<file path="src/rtl/uart_rx.sv">
// rtl/uart_rx.sv - oversampling UART receiver with stop-bit framing error flag
//
// Receives idle-high frames: one start bit (0), DATA_BITS data bits LSB first,
// one stop bit (1). The line is sampled on rx_en ticks (OVERSAMPLE per bit).
//
// Ports:
//   clk        system clock, all logic on posedge
//   rst        asynchronous active-high reset
//   rx_en      oversample tick, one-cycle pulse at OVERSAMPLE x baud
//   rx         serial input, asynchronous to clk
//   data_out   last good received word, held until the next good frame
//   valid      one-cycle pulse when data_out is updated
//   busy       frame reception in progress (START, DATA, STOP)
//   frame_err  sticky: last frame had a stop bit of 0

module uart_rx #(
    parameter int DATA_BITS  = 8,
    parameter int OVERSAMPLE = 16
) (
    input  logic                 clk,
    input  logic                 rst,
    input  logic                 rx_en,
    input  logic                 rx,
    output logic [DATA_BITS-1:0] data_out,
    output logic                 valid,
    output logic                 busy,
    output logic                 frame_err
);

    localparam int TW = $clog2(OVERSAMPLE);
    localparam int BW = (DATA_BITS > 1) ? $clog2(DATA_BITS) : 1;

    localparam logic [TW-1:0] HALF_M1  = TW'(OVERSAMPLE / 2 - 1);
    localparam logic [TW-1:0] FULL_M1  = TW'(OVERSAMPLE - 1);
    localparam logic [BW-1:0] LAST_BIT = BW'(DATA_BITS - 1);

    localparam logic [2:0] S_IDLE  = 3'd0;
    localparam logic [2:0] S_START = 3'd1;
    localparam logic [2:0] S_DATA  = 3'd2;
    localparam logic [2:0] S_STOP  = 3'd3;
    localparam logic [2:0] S_BREAK = 3'd4;

    logic [2:0]           state;
    logic [TW-1:0]        tick_cnt;
    logic [BW-1:0]        bit_cnt;
    logic [DATA_BITS-1:0] shift_reg;
    logic                 rx_m;
    logic                 rx_s;

    // Two-flop synchronizer; both stages reset to the idle line level so a
    // reset release never looks like a start edge.
    always_ff @(posedge clk or posedge rst) begin
        if (rst) begin
            rx_m <= 1'b1;
            rx_s <= 1'b1;
        end else begin
            rx_m <= rx;
            rx_s <= rx_m;
        end
    end

    assign busy = (state == S_START) || (state == S_DATA) || (state == S_STOP);

    always_ff @(posedge clk or posedge rst) begin
        if (rst) begin
            state     <= S_IDLE;
            tick_cnt  <= '0;
            bit_cnt   <= '0;
            shift_reg <= '0;
            data_out  <= '0;
            valid     <= 1'b0;
            frame_err <= 1'b0;
        end else begin
            // valid is a single-clock pulse, independent of the tick rate.
            valid <= 1'b0;
            if (rx_en) begin
                case (state)
                    S_IDLE: begin
                        if (!rx_s) begin
                            state    <= S_START;
                            tick_cnt <= '0;
                        end
                    end
                    S_START: begin
                        // Half a bit after the falling edge: still low means a
                        // real start bit, high means a glitch.
                        if (tick_cnt == HALF_M1) begin
                            if (!rx_s) begin
                                state     <= S_DATA;
                                tick_cnt  <= '0;
                                bit_cnt   <= '0;
                                frame_err <= 1'b0;
                            end else begin
                                state <= S_IDLE;
                            end
                        end else begin
                            tick_cnt <= tick_cnt + TW'(1);
                        end
                    end
                    S_DATA: begin
                        if (tick_cnt == FULL_M1) begin
                            // LSB arrives first, so shifting right leaves bit 0
                            // in shift_reg[0] after the last sample.
                            shift_reg <= {rx_s, shift_reg[DATA_BITS-1:1]};
                            tick_cnt  <= '0;
                            if (bit_cnt == LAST_BIT) begin
                                bit_cnt <= '0;
                                state   <= S_STOP;
                            end else begin
                                bit_cnt <= bit_cnt + BW'(1);
                            end
                        end else begin
                            tick_cnt <= tick_cnt + TW'(1);
                        end
                    end
                    S_STOP: begin
                        // Leaving at mid stop bit lets a back-to-back start edge
                        // be seen half a bit later.
                        if (tick_cnt == FULL_M1) begin
                            tick_cnt <= '0;
                            if (rx_s) begin
                                data_out <= shift_reg;
                                valid    <= 1'b1;
                                state    <= S_IDLE;
                            end else begin
                                frame_err <= 1'b1;
                                state     <= S_BREAK;
                            end
                        end else begin
                            tick_cnt <= tick_cnt + TW'(1);
                        end
                    end
                    S_BREAK: begin
                        // A line held low must return high before any new frame.
                        if (rx_s) begin
                            state <= S_IDLE;
                        end
                    end
                    default: begin
                        state <= S_IDLE;
                    end
                endcase
            end
        end
    end

endmodule

</file>
<file path="config.mk">
export PLATFORM = sky130hd
export DESIGN_NAME = uart_rx
export DESIGN_NICKNAME = d
export VERILOG_FILES = /design/src/rtl/uart_rx.sv
export SDC_FILE = /design/constraint.sdc
export NUM_CORES = 1
export LEC_CHECK = 0
export ABC_AREA = 1
export BUFFER_PORTS_ARGS = -buffer_cell sky130_fd_sc_hd__buf_2
export CAP_MARGIN = 20
export CELL_PAD_IN_SITES_DETAIL_PLACEMENT = 0
export CELL_PAD_IN_SITES_GLOBAL_PLACEMENT = 1
export CORE_MARGIN = 2
export CORE_UTILIZATION = 40
export CTS_CLUSTER_SIZE = 25
export DETAILED_ROUTE_END_ITERATION = 10
export PLACE_DENSITY = 0.72
export SLEW_MARGIN = 20
export SYNTH_ARGS = -nofsm -noshare
export SYNTH_HDL_FRONTEND = slang
export SYNTH_SLANG_ARGS = --single-unit
</file>
<file path="constraint.sdc">
create_clock -name clk -period 1.8 [get_ports clk]
set_clock_uncertainty 0.15 [all_clocks]
set_input_delay 0.18 -clock clk [delete_from_list [all_inputs] [get_ports clk]]
set_output_delay 0.18 -clock clk [all_outputs]
set_load 0.01 [all_outputs]
</file>
-- Word-level counts from Yosys, hierarchy flattened
Index checks and enable logic that the tools add are counted.
Widths: inputs -> output; s select.
- register bits after elaboration: 30
- input bits: 4
- output and inout port bits: 11
- logic and storage cells: 66
- add/sub/neg operators: 2
- equal/unequal tests: 15
- muxes and demuxes: 27
- reductions and logical operators: 13
- operators with widths (operator ; number):
    $mux 3 ; 11
    $pmux 3 s5 ; 1
    $mux 4 ; 3
    $pmux 4 s3 ; 1
    $mux 1 ; 8
    $ne 2x1->1 const B ; 4
    $ne 2x2->1 const B ; 4
    $reduce_and 7->1 ; 1
    $eq 3x2->1 const B ; 2
    $eq 3x3->1 const B ; 2
    $pmux 3 s2 ; 1
    $reduce_and 6->1 ; 1
    $reduce_and 5->1 ; 1
    $add 4x1->4 const B ; 1
    $eq 4x3->1 const B ; 1
    $eq 4x4->1 const B ; 1
    $reduce_and 4->1 ; 1
    $reduce_bool 2->1 ; 2
    $add 3x1->3 const B ; 1
    $eq 3x1->1 const B ; 1
    $logic_not 3->1 ; 1
    $reduce_and 3->1 ; 1
    $reduce_bool 3->1 ; 1
    $logic_or 1x1->1 ; 2
    other kinds (4) ; 4

-- Logic depth before layout (Yosys ltp)
Gate-level depths: netlist (run 1).
- word-level depth: 4
- mapped depth: 9
- depth with buffers taken out: 9

-- Least setup slack after synthesis (run 1)
Ideal clock, no wire load.
- path kind: register to register
- start: register tick_cnt[0]
- end: register data_out[1]
- setup time: 0.118 ns
- arrival time: 1.223 ns
- required time: 1.532 ns
- slack: 0.308 ns
- cell stages (with the launch flop): 8
- buffers on the path: 1
- period minus slack after synthesis: 1.492 ns
- cells stage by stage: dfrtp_1 -> ha_1 -> nand3_2 -> nor2_4 -> nand2_4 -> buf_6 -> nand2_1 -> o21ai_2
- cells in the longest elaborated chain, start to end: 2
- RTL lines (what ; RTL line ; source):
    start: declaration ; 44 ; logic [TW-1:0] tick_cnt;
    start signal: assignment ; 97 ; tick_cnt <= tick_cnt + TW'(1);
    start signal: assignment ; 113 ; tick_cnt <= tick_cnt + TW'(1);
    start signal: assignment ; 130 ; tick_cnt <= tick_cnt + TW'(1);
    $eq 4x4->1 ; 119 ; if (tick_cnt == FULL_M1) begin
    $reduce_and 4->1 (no source line) ; - ;
    end signal: assignment ; 122 ; data_out <= shift_reg;
    end: declaration ; 24 ; output logic [DATA_BITS-1:0] data_out,
No other way between the ends.
A chain may end at the register's enable or synchronous reset.

-- Worst setup path in the final report (run 1)
- start: register tick_cnt[1]
- end: register state[2]
- cells in the longest elaborated chain, start to end: 3
- elaborated cells between the ends (all ways): 6
- classes of those cells: eq/ne: 5; reduce/logical: 1
- RTL lines (what ; RTL line ; source):
    $eq 4x4->1 or $eq 4x3->1 (tied branches) ; 101, 119, 87 ;
    $ne 2x1->1 (no source line) ; - ;
    $reduce_and 7->1 (no source line) * ; - ;
    end signal: assignment ; 108 ; state <= S_STOP;
    end signal: assignment ; 124 ; state <= S_IDLE;
    end signal: assignment ; 127 ; state <= S_BREAK;
    end: declaration ; 43 ; logic [2:0] state;
Mark *: on every way between the ends. The rest lies on a longest branch, timed or not.

==> results of run 1 <==
critical path, stage by stage, from the launching register on:
cell	delay, ns
dfrtp_1	0.42
ha_2	0.25
nand2_1	0.08
nor2_1	0.16
nor2_2	0.10
nor2_8	0.14
nand3_2	0.11
nand2_1	0.07
nand2_1	0.05
cell usage after synthesis:
cell and number:
nor2_8 1, dfrtp_1 28, nor3_4 1, a31o_2 1, nand2_1 64, dfstp_2 2
nand3_2 3, inv_2 2, nor2_1 6, a21oi_1 1, or2_2 1, nand2_2 2
inv_1 18, buf_6 2, o21ai_2 15, o211ai_1 1, nand2_4 3, nor2_2 4
ha_1 3, nor2_4 2, nand3_1 11, nand4_1 5
area by class of cell:
cell class | instances | area, um2
clock buffers | 7 | 86.33
clock inverters | 1 | 5.005
fillers | 376 | 1903
inverters | 20 | 75.07
multi-input cells | 124 | 708.2
flip-flops and latches | 30 | 753.2
well taps | 48 | 60.06
repair buffers | 17 | 97.59
logic make-up after synthesis:
group           count (synthesis)  share of synthesized area [%]
simple gates                  103                          33.12
flops                          30                          48.39
buf+inv                        22                          6.270
compound gates                 18                          9.807
fa+ha+maj                       3                          2.412
path summary, 6_finish.rpt:
check                                        start                 endpoint  slack (ns)
max                        tick_cnt[1]$_DFFE_PP0P_     state[2]$_DFFE_PP0P_        0.17
min                                          rx_en  tick_cnt[3]$_DFFE_PP0P_        0.15
max reg2reg                tick_cnt[1]$_DFFE_PP0P_     state[2]$_DFFE_PP0P_        0.17
min reg2reg                         rx_m$_DFF_PP1_           rx_s$_DFF_PP1_        0.20
max in group asynchronous                      rst  data_out[7]$_DFFE_PP0P_        0.72
min in group asynchronous                      rst  tick_cnt[3]$_DFFE_PP0P_        0.19
per-stage QoR:
stage	std cells	power, mW
detailed placement	237	1.670
global route	247	2.403
finish	247	2.209
global placement	237	1.662
floorplan	176	1.487
CTS	247	2.239
where the power goes:
| part | internal (mW) | switching, mW |
|---|---|---|
| logic | 0.262 | 0.480 |
| clock network | 0.308 | 0.241 |
| registers | 0.774 | 0.145 |
layer usage:
layer	vias up	wire length [um]	share of wire (%)
li1	608	-	-
met1	559	1337	45
met2	27	1475	49
met3	8	125	4.2
met4	0	63	2.1
met5	-	0	0
cells in the final DEF (no fill, tap or decap), drive strengths merged:
master,instances
nand2,69
dfrtp,28
inv,20
o21ai,15
buf,15
nand3,14
nor2,13
clkbuf,7
nand4,5
ha,3
dlygate4sd3,2
dfstp,2
nor3,1
or2,1
a31o,1
o211ai,1
a21oi,1
clkinv,1
what timing repair did:
action                     4_1_cts  5_1_grt
hold buffers                     2        0
gates resized for setup          0        1
setup endpoints to repair        0        1
setup buffers                    0        0
hold endpoints to repair         6        0
==> qor.yml, run 1 <==
diodes: 0
cts_sinks: 30
grt_first_pass_wirelength_um: 5464
routed_wl_um: 3002
worstPathRequired_ns: 1.83
start_kind: "flop"
tritoncts: "yes"
rsz0062_at_grt: "no"
post_drt_wl_per_cell_um: 12.15
hold-path-cell-count: 4
placed_area_um2: 1672
num_io_pins: 15
core_region_area_um2: 3689
cts_root_buf: "clkbuf_8"
grt-ovfl-total: 0
fin_area_um2: 1785
timing.hold.ws_ns: 0.1490
grt_use_met2_pct: 27.50
die_w_um: 66.38
grt_max_degree: 26
synth_area_leaders: "dfrtp_1 45%, nand2_1 15%, o21ai_2 8.4%, inv_1 4.3%, nand3_1 3.5%"
hold_viol_final: 0
dr.pass1.iters: 4
clockBufferDepth: 2
power_density_nw_per_um2: 1237
finalCritPeriodShare_pct: 90.72
pre_cts_slack_ns: 0.1553
start_util_pct: 42.20
synth.top_cell.area_share_pct: 45.02
end_kind: "flop"
synthesis.nets: 183
setup_viol: 0
final_core_util_pct: 48.41
period_needed_ns: 1.633
hpwl_um: 2245
max_slew_margin_pct: 78.22
crit_type: "reg -> reg"
hp-class: "in -> reg"
grt_pass1_vias: 1256
ys_types: 22
antenna_found_initial: 0
nNetsFinal: 205
drc_errors: 0
slew_violations: 0
rows: 22
synth_seq_cells: 30
synth_top_area_cell: "dfrtp_1"
clock_latency_ns: 0.28
r2r_cells: 8
worst_pin_slew_ns: 0.3267
syn_inst: 176
p_leak_nw: 0.9422
cts_made_buffers: 5
top_usage_layer: "met2"
status: "finished clean"
drt-initial-drc-count: 90
synth_seq_area_share_pct: 48.39
drive_gt1_share_pct: 30.15
use_met1_pct: 19.26
netlist_area_um2: 1556
max_freq_mhz: 612.4
yosysWarnings: 0
via_per_inst: 4.866
syn_to_final_growth_pct: 14.71
timing.final.ws_setup_ns: 0.1671
met3_usage_pct: 5.281
ir_worst_vdd_mv: 0.5217
avgSynthCellArea_um2: 8.844
die_h_um: 66.38
cp.arrival_ns: 1.66
maxCapViolCount: 0
via_count: 1202
place_congestion: 0.8553
clk_pin_slew_ns: 0.07
ant_nets: 0
grt_use_total_pct: 16.76
htreeDepth: 2
dieArea_um2: 4406
tns_ns: 0
port_buffers: 14
crit_fanout: 7
(Power assumes the default switching activity.)
==> run 2: changes to the inputs <==
- CTS_BUF_LIST: not set -> sky130_fd_sc_hd__clkbuf_8
- PLACE_DENSITY: 0.72 -> 0.78
==> run 2 against run 1 <==
Sequential share of layout area shrank 1.2 points. Global-route usage shrank 0.68 points. Clock-buffer cell count shrank 1.
==> qor.yml, run 2 (synthesized netlist as in run 1, its figures left out) <==
start_util_pct: 42.20
cp-startpoint: "tick_cnt[1]$_DFFE_PP0P_"
power_density_nw_per_um2: 1357
tns_ns: 0
ir_worst_vdd_mv: 0.5223
crit_type: "reg -> reg"
m1WireLength_um: 1272
p_leak_nw: 0.9650
worst_pin_slew_ns: 0.3652
tritoncts: "yes"
crit_fanout: 7
hold_viol_final: 0
p_int_mw: 1.626
grt_max_degree: 31
die_w_um: 66.38
die_h_um: 66.38
seq_power_share_pct: 36.8
critPathMaxStageDelay_ns: 0.43
grt_pass1_vias: 1199
layout_common_cells: "64 x nand2_1, 28 x dfrtp_1, 18 x inv_1"
pwr-share-clk_pct: 33.6
cp_num_buf_inv: 0
slew_violations: 0
grt_use_total_pct: 16.08
clockBufferDepth: 2
rsz0062_at_grt: "no"
clock_latency_ns: 0.28
antenna_found_initial: 0
cts_made_buffers: 5
start_kind: "flop"
switching_share_pct: 34.84
nNetsFinal: 205
final_common_cell: "nand2_1"
drive_gt1_share_pct: 31.16
core_region_area_um2: 3689
period_needed_ns: 1.631
cp_common_cell: "nand2_1"
clk_pin_slew_ns: 0.06
crit_path_cell_trace: "ha_2 -> nand2_1 -> nor2_2 -> nor2_2 -> nor2_8 -> nand3_1 -> nand2_1 -> nand2_1"
fin_cells: 247
drc_errors: 0
max_slew_margin_pct: 75.65
final_core_util_pct: 49.86
via_per_inst: 4.781
slowest_stage: "dfrtp_1"
setup_viol: 0
hp-class: "in -> reg"
htreeDepth: 2
cts_setup_buffers: 0
max_freq_mhz: 613.3
worstReg2RegStart: "tick_cnt[1]$_DFFE_PP0P_"
hp-start: "rx_en"
path_delay_family: "simple AND/OR/NAND/NOR gates"
ant_nets: 0
hpwl_um: 2077
rows: 22
timing.hold.ws_ns: 0.1480
p_comb_share_pct: 29.6
place_congestion: 0.8804
via_count: 1181
dr_wl_met2_um: 1362
num_io_pins: 15
place_inst: 237
grt_first_pass_wirelength_um: 5299
maxCapViolCount: 0
drt-initial-drc-count: 74
finalCritPeriodShare_pct: 90.59
dr.pass1.iters: 4
met3_wirelength_um: 126
worstPathRequired_ns: 1.82
routed_wl_um: 2828
dieArea_um2: 4406
diodes: 0
cts_root_buf: "clkbuf_8"
syn_to_final_growth_pct: 18.17
grt-ovfl-total: 0
status: "finished clean"
cp.arrival_ns: 1.65
top_layer: "met4"
post_drt_wl_per_cell_um: 11.45
port_buffers: 14
cts_sinks: 30
p_switching_mw: 0.8693
end_kind: "flop"
==> run 2: changes by cell type in the layout (fill, tap and decap cells not counted), sizes merged <==
cell | previous run | this run
bufinv | 0 | 2
clkbuf | 7 | 6
clkinv | 1 | 0
==> run 2: worst paths after layout <==
path,endpoint,slack (ns),depth (start not counted)
setup / recovery,frame_err$_DFFE_PP0P_,0.17,8
hold / removal,state[1]$_DFFE_PP0P_,0.15,5
setup reg to reg,frame_err$_DFFE_PP0P_,0.17,8
hold reg to reg,rx_s$_DFF_PP1_,0.21,0
max in group asynchronous,rx_s$_DFF_PP1_,0.83,4
min in group asynchronous,tick_cnt[3]$_DFFE_PP0P_,0.36,4
==> run 2: metrics by stage <==
stage	setup slack [ns]	cell area [um2]	power, mW
finish	0.1693	1839	2.495
global route	0.02323	1839	2.677
CTS	0.09807	1834	2.527
detailed placement	0.1048	1672	1.663
global placement	0.1846	1672	1.653
floorplan	0.3084	1556	1.487
==> run 2: routing by layer <==
layer  up-vias  global-route usage, %
met1       546                  19.83
met3         9                  5.622
li1        602                      -
met5         -                      0
met4         0                  7.653
met2        24                  25.00
==> run 2: area by class of cell <==
class                   count  area, um2
repair buffers             17      97.59
clock buffers               6      82.58
flip-flops and latches     30      753.2
multi-input cells         124      710.7
fillers                   371       1849
well taps                  48      60.06
inverters                  20      75.07
clock inverters             2      60.06
==> run 2: timing repair <==
action | CTS | global route
resized for setup | 0 | 2
endpoints found under the setup margin | 0 | 7
hold endpoints to repair | 29 | 0
hold buffers | 2 | 0
==> run 2: worst register-to-register path, stage by stage, from the launching register on <==
cell and delay, ns:
dfrtp_1 0.43, ha_2 0.25, nand2_1 0.09, nor2_2 0.14, nor2_2 0.09, nor2_8 0.13
nand3_1 0.11, nand2_1 0.08, nand2_1 0.04
==> run 2: power by group through the flow <==
stage                     clock network [mW]  registers [mW]  logic (mW)
after floorplan                            0           0.897       0.589
final                                  0.839           0.918       0.738
after detailed placement                   0           0.926       0.737
after global placement                     0           0.920       0.733
after CTS                              0.867           0.914       0.746
after global routing                   0.894           0.935       0.848
